<file path="src/rtl/div_unit_pkg.sv">
// ---------------------------------------------------------------------------
// div_unit_pkg
//   Shared constants for the HI/LO divider: FSM state encodings, default
//   register-bus width, stall-request levels and signedness selectors.
// ---------------------------------------------------------------------------
package div_unit_pkg;

    // Default architectural register width
    localparam int REG_BUS = 32;

    // Divider FSM state encodings
    typedef logic [1:0] div_state_t;
    localparam logic [1:0] DIV_IDLE = 2'b00;
    localparam logic [1:0] DIV_ZERO = 2'b01;
    localparam logic [1:0] DIV_BUSY = 2'b10;
    localparam logic [1:0] DIV_DONE = 2'b11;

    // Stall-request levels toward the EX stage
    localparam logic DIV_START = 1'b1;
    localparam logic DIV_STOP  = 1'b0;

    // Operation signedness as presented on signed_i
    localparam logic SIGNED_OP   = 1'b1;
    localparam logic UNSIGNED_OP = 1'b0;

endpackage : div_unit_pkg

</file>
<file path="src/rtl/div_unit.sv">
// ---------------------------------------------------------------------------
// div_unit
//   Multi-cycle restoring divider producing HI/LO write-backs for DIV/DIVU.
//   One quotient bit per clock; result written as hi = remainder,
//   lo = quotient with a one-cycle strobe.
//
// Ports
//   clk         clock, all state updates on posedge
//   rst         synchronous active-high reset, highest priority
//   start_i     request, sampled only while idle
//   signed_i    1 = DIV (two's complement), 0 = DIVU; captured with start_i
//   dividend_i  dividend, captured with start_i
//   divisor_i   divisor, captured with start_i
//   annul_i     pipeline flush: abandon in-flight op, suppress write-back
//   busy_o      high while an operation is in flight (EX stall request)
//   hilo_we_o   one-cycle write strobe toward HI/LO
//   hi_o        remainder (valid with hilo_we_o, held otherwise)
//   lo_o        quotient  (valid with hilo_we_o, held otherwise)
// ---------------------------------------------------------------------------
module div_unit
    import div_unit_pkg::*;
#(
    parameter int WIDTH = REG_BUS
) (
    input  logic             clk,
    input  logic             rst,
    input  logic             start_i,
    input  logic             signed_i,
    input  logic [WIDTH-1:0] dividend_i,
    input  logic [WIDTH-1:0] divisor_i,
    input  logic             annul_i,
    output logic             busy_o,
    output logic             hilo_we_o,
    output logic [WIDTH-1:0] hi_o,
    output logic [WIDTH-1:0] lo_o
);

    localparam int CNT_W = $clog2(WIDTH);

    div_state_t         state_reg,  state_next;
    logic [CNT_W-1:0]   cnt_reg,    cnt_next;
    // {remainder, quotient}. The remainder never reaches the divisor, so its
    // W-bit upper half plus the quotient MSB shifting in form the W+1-bit
    // trial window without needing a separately stored extra bit.
    logic [2*WIDTH-1:0] rq_reg,     rq_next;
    logic [WIDTH-1:0]   dvs_reg,    dvs_next;      // |divisor|
    logic               neg_q_reg,  neg_q_next;    // quotient needs negation
    logic               neg_r_reg,  neg_r_next;    // remainder needs negation
    logic [WIDTH-1:0]   res_hi_reg, res_hi_next;   // staged result for DONE
    logic [WIDTH-1:0]   res_lo_reg, res_lo_next;
    logic [WIDTH-1:0]   hi_reg,     hi_next;       // last committed result
    logic [WIDTH-1:0]   lo_reg,     lo_next;

    logic [WIDTH:0]     trial;
    logic [2*WIDTH-1:0] step_rq;
    logic [WIDTH-1:0]   q_mag;
    logic [WIDTH-1:0]   r_mag;
    logic               dvd_neg;
    logic               dvs_neg;

    assign dvd_neg = (signed_i == SIGNED_OP) && dividend_i[WIDTH-1];
    assign dvs_neg = (signed_i == SIGNED_OP) && divisor_i[WIDTH-1];

    // One restoring step: shift left, trial-subtract |divisor| from the upper
    // W+1 bits, keep the difference and set the quotient bit when it is
    // non-negative, otherwise keep the shifted value with a 0 quotient bit.
    assign trial   = rq_reg[2*WIDTH-1:WIDTH-1] - {1'b0, dvs_reg};
    assign step_rq = trial[WIDTH] ? {rq_reg[2*WIDTH-2:0], 1'b0}
                                  : {trial[WIDTH-1:0], rq_reg[WIDTH-2:0], 1'b1};
    assign q_mag   = step_rq[WIDTH-1:0];
    assign r_mag   = step_rq[2*WIDTH-1:WIDTH];

    always_comb begin
        state_next  = state_reg;
        cnt_next    = cnt_reg;
        rq_next     = rq_reg;
        dvs_next    = dvs_reg;
        neg_q_next  = neg_q_reg;
        neg_r_next  = neg_r_reg;
        res_hi_next = res_hi_reg;
        res_lo_next = res_lo_reg;
        hi_next     = hi_reg;
        lo_next     = lo_reg;

        case (state_reg)
            DIV_IDLE: begin
                if (start_i && !annul_i) begin
                    neg_q_next = dvd_neg ^ dvs_neg;
                    neg_r_next = dvd_neg;
                    dvs_next   = dvs_neg ? -divisor_i : divisor_i;
                    if (divisor_i == '0) begin
                        // Raw dividend parked in the low half becomes the remainder
                        rq_next    = {{WIDTH{1'b0}}, dividend_i};
                        state_next = DIV_ZERO;
                    end else begin
                        rq_next    = {{WIDTH{1'b0}}, (dvd_neg ? -dividend_i : dividend_i)};
                        cnt_next   = '0;
                        state_next = DIV_BUSY;
                    end
                end
            end
            DIV_ZERO: begin
                res_lo_next = '1;
                res_hi_next = rq_reg[WIDTH-1:0];
                state_next  = DIV_DONE;
            end
            DIV_BUSY: begin
                rq_next  = step_rq;
                cnt_next = cnt_reg + CNT_W'(1);
                if (cnt_reg == CNT_W'(WIDTH-1)) begin
                    // Sign fix-up on the final step's result. Most-negative / -1
                    // leaves a magnitude of 2^(W-1) with equal signs, which reads
                    // back as the most-negative pattern: no trap, no special case.
                    res_lo_next = neg_q_reg ? -q_mag : q_mag;
                    res_hi_next = neg_r_reg ? -r_mag : r_mag;
                    state_next  = DIV_DONE;
                end
            end
            DIV_DONE: begin
                if (!annul_i) begin
                    hi_next = res_hi_reg;
                    lo_next = res_lo_reg;
                end
                state_next = DIV_IDLE;
            end
            default: state_next = DIV_IDLE;
        endcase

        // A flush abandons whatever is in flight
        if (annul_i && (state_reg != DIV_IDLE)) begin
            state_next = DIV_IDLE;
        end
    end

    always_ff @(posedge clk) begin
        if (rst) begin
            state_reg  <= DIV_IDLE;
            cnt_reg    <= '0;
            rq_reg     <= '0;
            dvs_reg    <= '0;
            neg_q_reg  <= 1'b0;
            neg_r_reg  <= 1'b0;
            res_hi_reg <= '0;
            res_lo_reg <= '0;
            hi_reg     <= '0;
            lo_reg     <= '0;
        end else begin
            state_reg  <= state_next;
            cnt_reg    <= cnt_next;
            rq_reg     <= rq_next;
            dvs_reg    <= dvs_next;
            neg_q_reg  <= neg_q_next;
            neg_r_reg  <= neg_r_next;
            res_hi_reg <= res_hi_next;
            res_lo_reg <= res_lo_next;
            hi_reg     <= hi_next;
            lo_reg     <= lo_next;
        end
    end

    // The strobe must drop in the same cycle a flush arrives, so annul_i gates
    // the registered DONE state; hi/lo present the staged result only while
    // the strobe is high and the committed value otherwise.
    assign busy_o    = (state_reg != DIV_IDLE) ? DIV_START : DIV_STOP;
    assign hilo_we_o = (state_reg == DIV_DONE) && !annul_i;
    assign hi_o      = hilo_we_o ? res_hi_reg : hi_reg;
    assign lo_o      = hilo_we_o ? res_lo_reg : lo_reg;

endmodule : div_unit

</file>
<file path="config.mk">
export PLATFORM = sky130hd
export DESIGN_NAME = div_unit
export DESIGN_NICKNAME = d
export VERILOG_FILES = /design/src/rtl/div_unit_pkg.sv /design/src/rtl/div_unit.sv
export SDC_FILE = /design/constraint.sdc
export NUM_CORES = 1
export LEC_CHECK = 0
export CAP_MARGIN = 10
export CORE_UTILIZATION = 50
export DETAILED_ROUTE_END_ITERATION = 10
export PLACE_DENSITY = 0.71
export SLEW_MARGIN = 20
export SYNTH_ARGS = -nofsm -noshare
export SYNTH_HDL_FRONTEND = slang
export SYNTH_SLANG_ARGS = --single-unit
</file>
<file path="constraint.sdc">
create_clock -name clk -period 5.79 [get_ports clk]
set_input_delay 1.737 -clock clk [delete_from_list [all_inputs] [get_ports clk]]
set_output_delay 1.737 -clock clk [all_outputs]
set_load 0.03 [all_outputs]
</file>
-- After elaboration in Yosys (flattened, before gate mapping)
Index checks and enable logic that the tools add are counted.
- eq/ne operators: 7
- reduce and logical (&&, ||, !) cells: 18
- mux-type cells: 22
- add/subtract/negate cells: 6
- bitwise logic cells: 2
- operator list (kind ; count):
    two-way mux 32 bit ; 9
    two-way mux 64 bit ; 2
    negator 32 bit ; 4
    one-hot mux 32 bit (2 select lines) ; 2
    one-hot mux 64 bit (2 select lines) ; 1
    subtractor 33 x 32 -> 33 bit ; 1
    zero test 32 bit ; 1
    two-way mux 5 bit ; 2
    one-hot mux 5 bit (2 select lines) ; 1
    AND reduction 2 bit ; 5
    one-hot mux 2 bit (4 select lines) ; 1
    two-way mux 2 bit ; 3
    != test 2 bit, second input constant ; 3
    nonzero test 2 bit ; 3
    adder 5 x 1 -> 5 bit, second input constant ; 1
    == test 5 bit, second input constant ; 1
    logical AND 1 bit ; 5
    == test 2 bit, second input constant ; 2
    AND reduction 3 bit ; 1
    == test 2 x 1 -> 1 bit, second input constant ; 1
    zero test 2 bit ; 1
    OR reduction 2 bit ; 1
    zero test 1 bit ; 1
    two-way mux 1 bit ; 1
    2 further kinds ; 2
- word-level logic and storage cells: 65
- input bits: 69
- bits in registers: 233
- output and inout bits: 66

-- Depth between registers and ports, before layout
- word-level depth: 6
- depth in mapped cells: 25
- depth with buffers taken out: 23

-- Least setup slack after synthesis
OpenSTA, ideal clock, no wires.
- kind: input -> output
- from: in annul_i
- to: out hi_o[31]
- stages: 4
- data required time: 4053 ps
- path buffers: 2
- arrival: 3221 ps
- slack: 832 ps
- path through: nor2b_1 > clkbuf_1 > buf_1 > mux2_2
- cells in the longest elaborated chain, start to end: 3
- ends and longest elaborated chain (item ; RTL line ; text):
    start, declared ; div_unit.sv:31 ; input logic annul_i,
    zero test 1 bit ; div_unit.sv:165 ; assign hilo_we_o = (state_reg == DIV_DONE) && !annul_i;
    logical AND 1 bit ; div_unit.sv:165 ;
    named net hilo_we_o ; div_unit.sv:33 ; output logic hilo_we_o,
    two-way mux 32 bit ; div_unit.sv:166 ; assign hi_o = hilo_we_o ? res_hi_reg : hi_reg;
    end, declared ; div_unit.sv:34 ; output logic [WIDTH-1:0] hi_o,
The timed path passes the listed nets, and every way through them passes these cells.

-- Worst setup path after layout
- from: in annul_i
- to: out hi_o[15]
- cells in the longest elaborated chain, start to end: 3
- ends and longest elaborated chain (item ; RTL line):
    zero test 1 bit ; div_unit.sv:165
    logical AND 1 bit ; div_unit.sv:165
    two-way mux 32 bit ; div_unit.sv:166
No other way between the ends.

==> results.ini <==
[drt]
wl_met3_mm = 2.94
via_per_inst = 5.88
first_pass_iters = 6
vias = 13300
drc_errors = 0
top_layer = met4
wl_per_cell_um = 18.6
drt_iter0_drc = 1280
dr_wl_met2_mm = 18.5
drt-met1-wl_mm = 19.9
routed_wl_mm = 42.2
ant_nets = 0

[clock_tree]
numClockSinks = 233
cts_resized = 0
clk_pin_slew_ns = 0.05
cts.hold.buffers_added = 0
cts_tree = yes
clock_latency_ns = 0.55
postCtsSetupRepairBufs = 0
cts_buffers = 26
root_buffer = clkbuf_16
clockBufferDepth = 3
htreeDepth = 1

[critical_path]
max_stage_delay_ns = 0.61
cp_top_family = buffers and inverters
r2r-start = rq_reg[31]$_SDFFE_PP0P_
ff2ff_setup_slack_ns = 0.60
crit_path_top_delay_cell = clkdlybuf4s50_1
worstPathRequired_ns = 4.05
worstPathCellList = clkdlybuf4s50_1 > nor2b_4 > buf_12 > mux2_2 > clkdlybuf4s50_1
crit_path_start_kind = input port
crit_top_cell = clkdlybuf4s50_1
r2r_cells = 21
critPathMaxFanout = 65
arrival_ns = 3.83
crit_buf_inv = 3
critPathCaptureType = primary output
r2r_end = res_hi_reg[28]$_SDFFE_PP0P_
path_class = in -> out

[timing]
fin_crit_sh_pct = 96.1
finalHoldViolCount = 0
setup_viol = 0
slew_headroom_pct = 32.2
rsz0062_at_grt = false
finClkSkew_ns = 0.0293
report.final.slew_viol_count = 0
min_period_ns = 5.56
worst_pin_slew_ns = 1.02
tns_ns = 0
fmax_mhz = 180

[layout]
nets = 1984
drive_above_1_share_pct = 9.51
largest_reg_flops = 64
diodes = 0
final_common_cell = dfxtp_1
final_cell_mix = dfxtp_1 (233), nand2_1 (198), o21ai_0 (154)
area_growth_pct = 17.1

[synthesis]
ys.flop_type = dfxtp_1
ys_seq_elements = 233
avgSynthCellArea_um2 = 7.94
ys_types = 81
synth_edf_count = 0
synth_cells = 1812
synth_seq_area_share_pct = 32.4
syn-cell-area_mm2 = 0.0144
ys_warn_count = 0
synth_fp_nets = 1923
async_reset_ff_share_pct = 0

[hold_path]
hold_path_depth = 2
worstHoldEndpoint = dvs_reg[26]$_SDFFE_PP0P_
hold_path.class = reg -> reg
hold_start = dvs_reg[26]$_SDFFE_PP0P_

[global_routing]
grt_max_degree = 79
grt_pass1_wl_mm = 66.8
first_global_vias = 12300
grt_use_total_pct = 28.5
grt_overflow = 0
grt_antenna_before_repair = 0

[floorplanning]
start_util_pct = 51.3
die-width_um = 172
core_area_mm2 = 0.0280
ios = 135
die_area_mm2 = 0.0294
row_count = 61
die_h_um = 172

[status]
run_status = complete, no violations

[power]
peakVddDrop_v = 0.000316
p_leak_nw = 6.33
powerDensity_mw_per_mm2 = 394
p_total_mw = 6.64

[flow_run]
cap_viol_max_count = 0

[place]
port_buffers = 134
gp_congestion = 0.917
dp_hpwl_mm = 30.9

## tightest hold or removal path, cell delays in order, from the launching register on
cell and delay, ns:
dfxtp_1 0.31, nand2_1 0.05, a21oi_1 0.05
## metrics by stage
| step | area [µm²] | instances | setup WS (ns) | hold WS, ns | utilization (%) |
|---|---|---|---|---|---|
| 2_1_floorplan | 14400 | 1812 | 0.832 | 0.432 | - |
| 3_3_place_gp | 15900 | 2223 | 0.323 | 0.439 | 56.8 |
| 3_5_place_dp | 15900 | 2223 | 0.238 | 0.448 | 56.8 |
| 4_1_cts | 16800 | 2270 | 0.236 | 0.456 | 60.1 |
| 5_1_grt | 16800 | 2270 | 0.159 | 0.482 | 60.1 |
| 6_report | 16800 | 2270 | 0.225 | 0.455 | 60.1 |
## how the worst max path moves through the flow
stage / from / endpoint / slack [ns] / cells after the start
detailed placement: annul_i / lo_o[24] / 0.24 / 5
floorplan: annul_i / hi_o[31] / 0.83 / 4
global placement: annul_i / hi_o[2] / 0.32 / 5
finish: annul_i / hi_o[15] / 0.23 / 5
global route: annul_i / hi_o[21] / 0.16 / 5
CTS: annul_i / lo_o[24] / 0.24 / 5
## power by group
group / internal [mW] / switching, mW / total (mW)
logic: 0.980 / 1.78 / 2.76
registers: 1.85 / 0.266 / 2.11
clock network: 1.10 / 0.681 / 1.78
## per-layer routing
| layer | GRT usage [%] | up-vias |
|---|---|---|
| li1 | - | 6559 |
| met1 | 41.5 | 6224 |
| met2 | 44.6 | 497 |
| met3 | 3.06 | 59 |
| met4 | 6.87 | 0 |
| met5 | 0 | - |
## layout make-up
class | instances | area [µm²]
Clock buffer | 40 | 813
Clock inverter | 7 | 121
Fill cell | 2531 | 11200
Inverter | 64 | 240
Multi-Input combinational cell | 1391 | 9030
Sequential cell | 233 | 4660
Tap cell | 378 | 473
Timing Repair Buffer | 157 | 1500
## synth_stat cells, types with 4 or more instances
cell type	number	area share [%]
o21ai_0	154	5.4
nand4_1	14	0.61
xor2_1	82	5.0
nor2_1	137	3.6
a22oi_1	15	0.78
dfxtp_1	233	32
a221oi_1	4	0.24
or4_1	15	0.78
nor3_1	27	0.94
nand2b_1	7	0.30
or2_2	5	0.22
and2_1	83	3.6
clkbuf_1	101	2.6
o22ai_1	4	0.17
a211oi_1	47	2.5
buf_1	11	0.29
o211ai_1	6	0.31
nor4_1	18	0.78
a31oi_1	7	0.30
ha_1	41	3.6
nand2_1	199	5.2
mux2i_1	39	2.7
nand3_1	19	0.66
a311oi_1	6	0.37
nor2b_1	6	0.26
o41ai_1	12	0.73
and3_1	7	0.30
a21oi_1	153	5.3
a2111oi_0	4	0.24
o21a_1	5	0.26
o21ai_1	13	0.45
o31ai_1	27	1.4
a21o_1	12	0.63
or3_1	26	1.1
xnor2_1	56	3.4
inv_1	61	1.6
mux2_2	71	5.6
buf_2	11	0.38
## cells by family after synthesis
logic type,after synthesis,synth area share [%]
and+or+nand+nor,584,19.8
AOI/OAI and AO/OA,517,22.4
DFF,233,32.4
buffers and inverters,188,5.05
xor gates and xnor gates,138,8.40
muxes,110,8.27
adders and majority gates,42,3.71
Power figures use the tool's default switching activity.
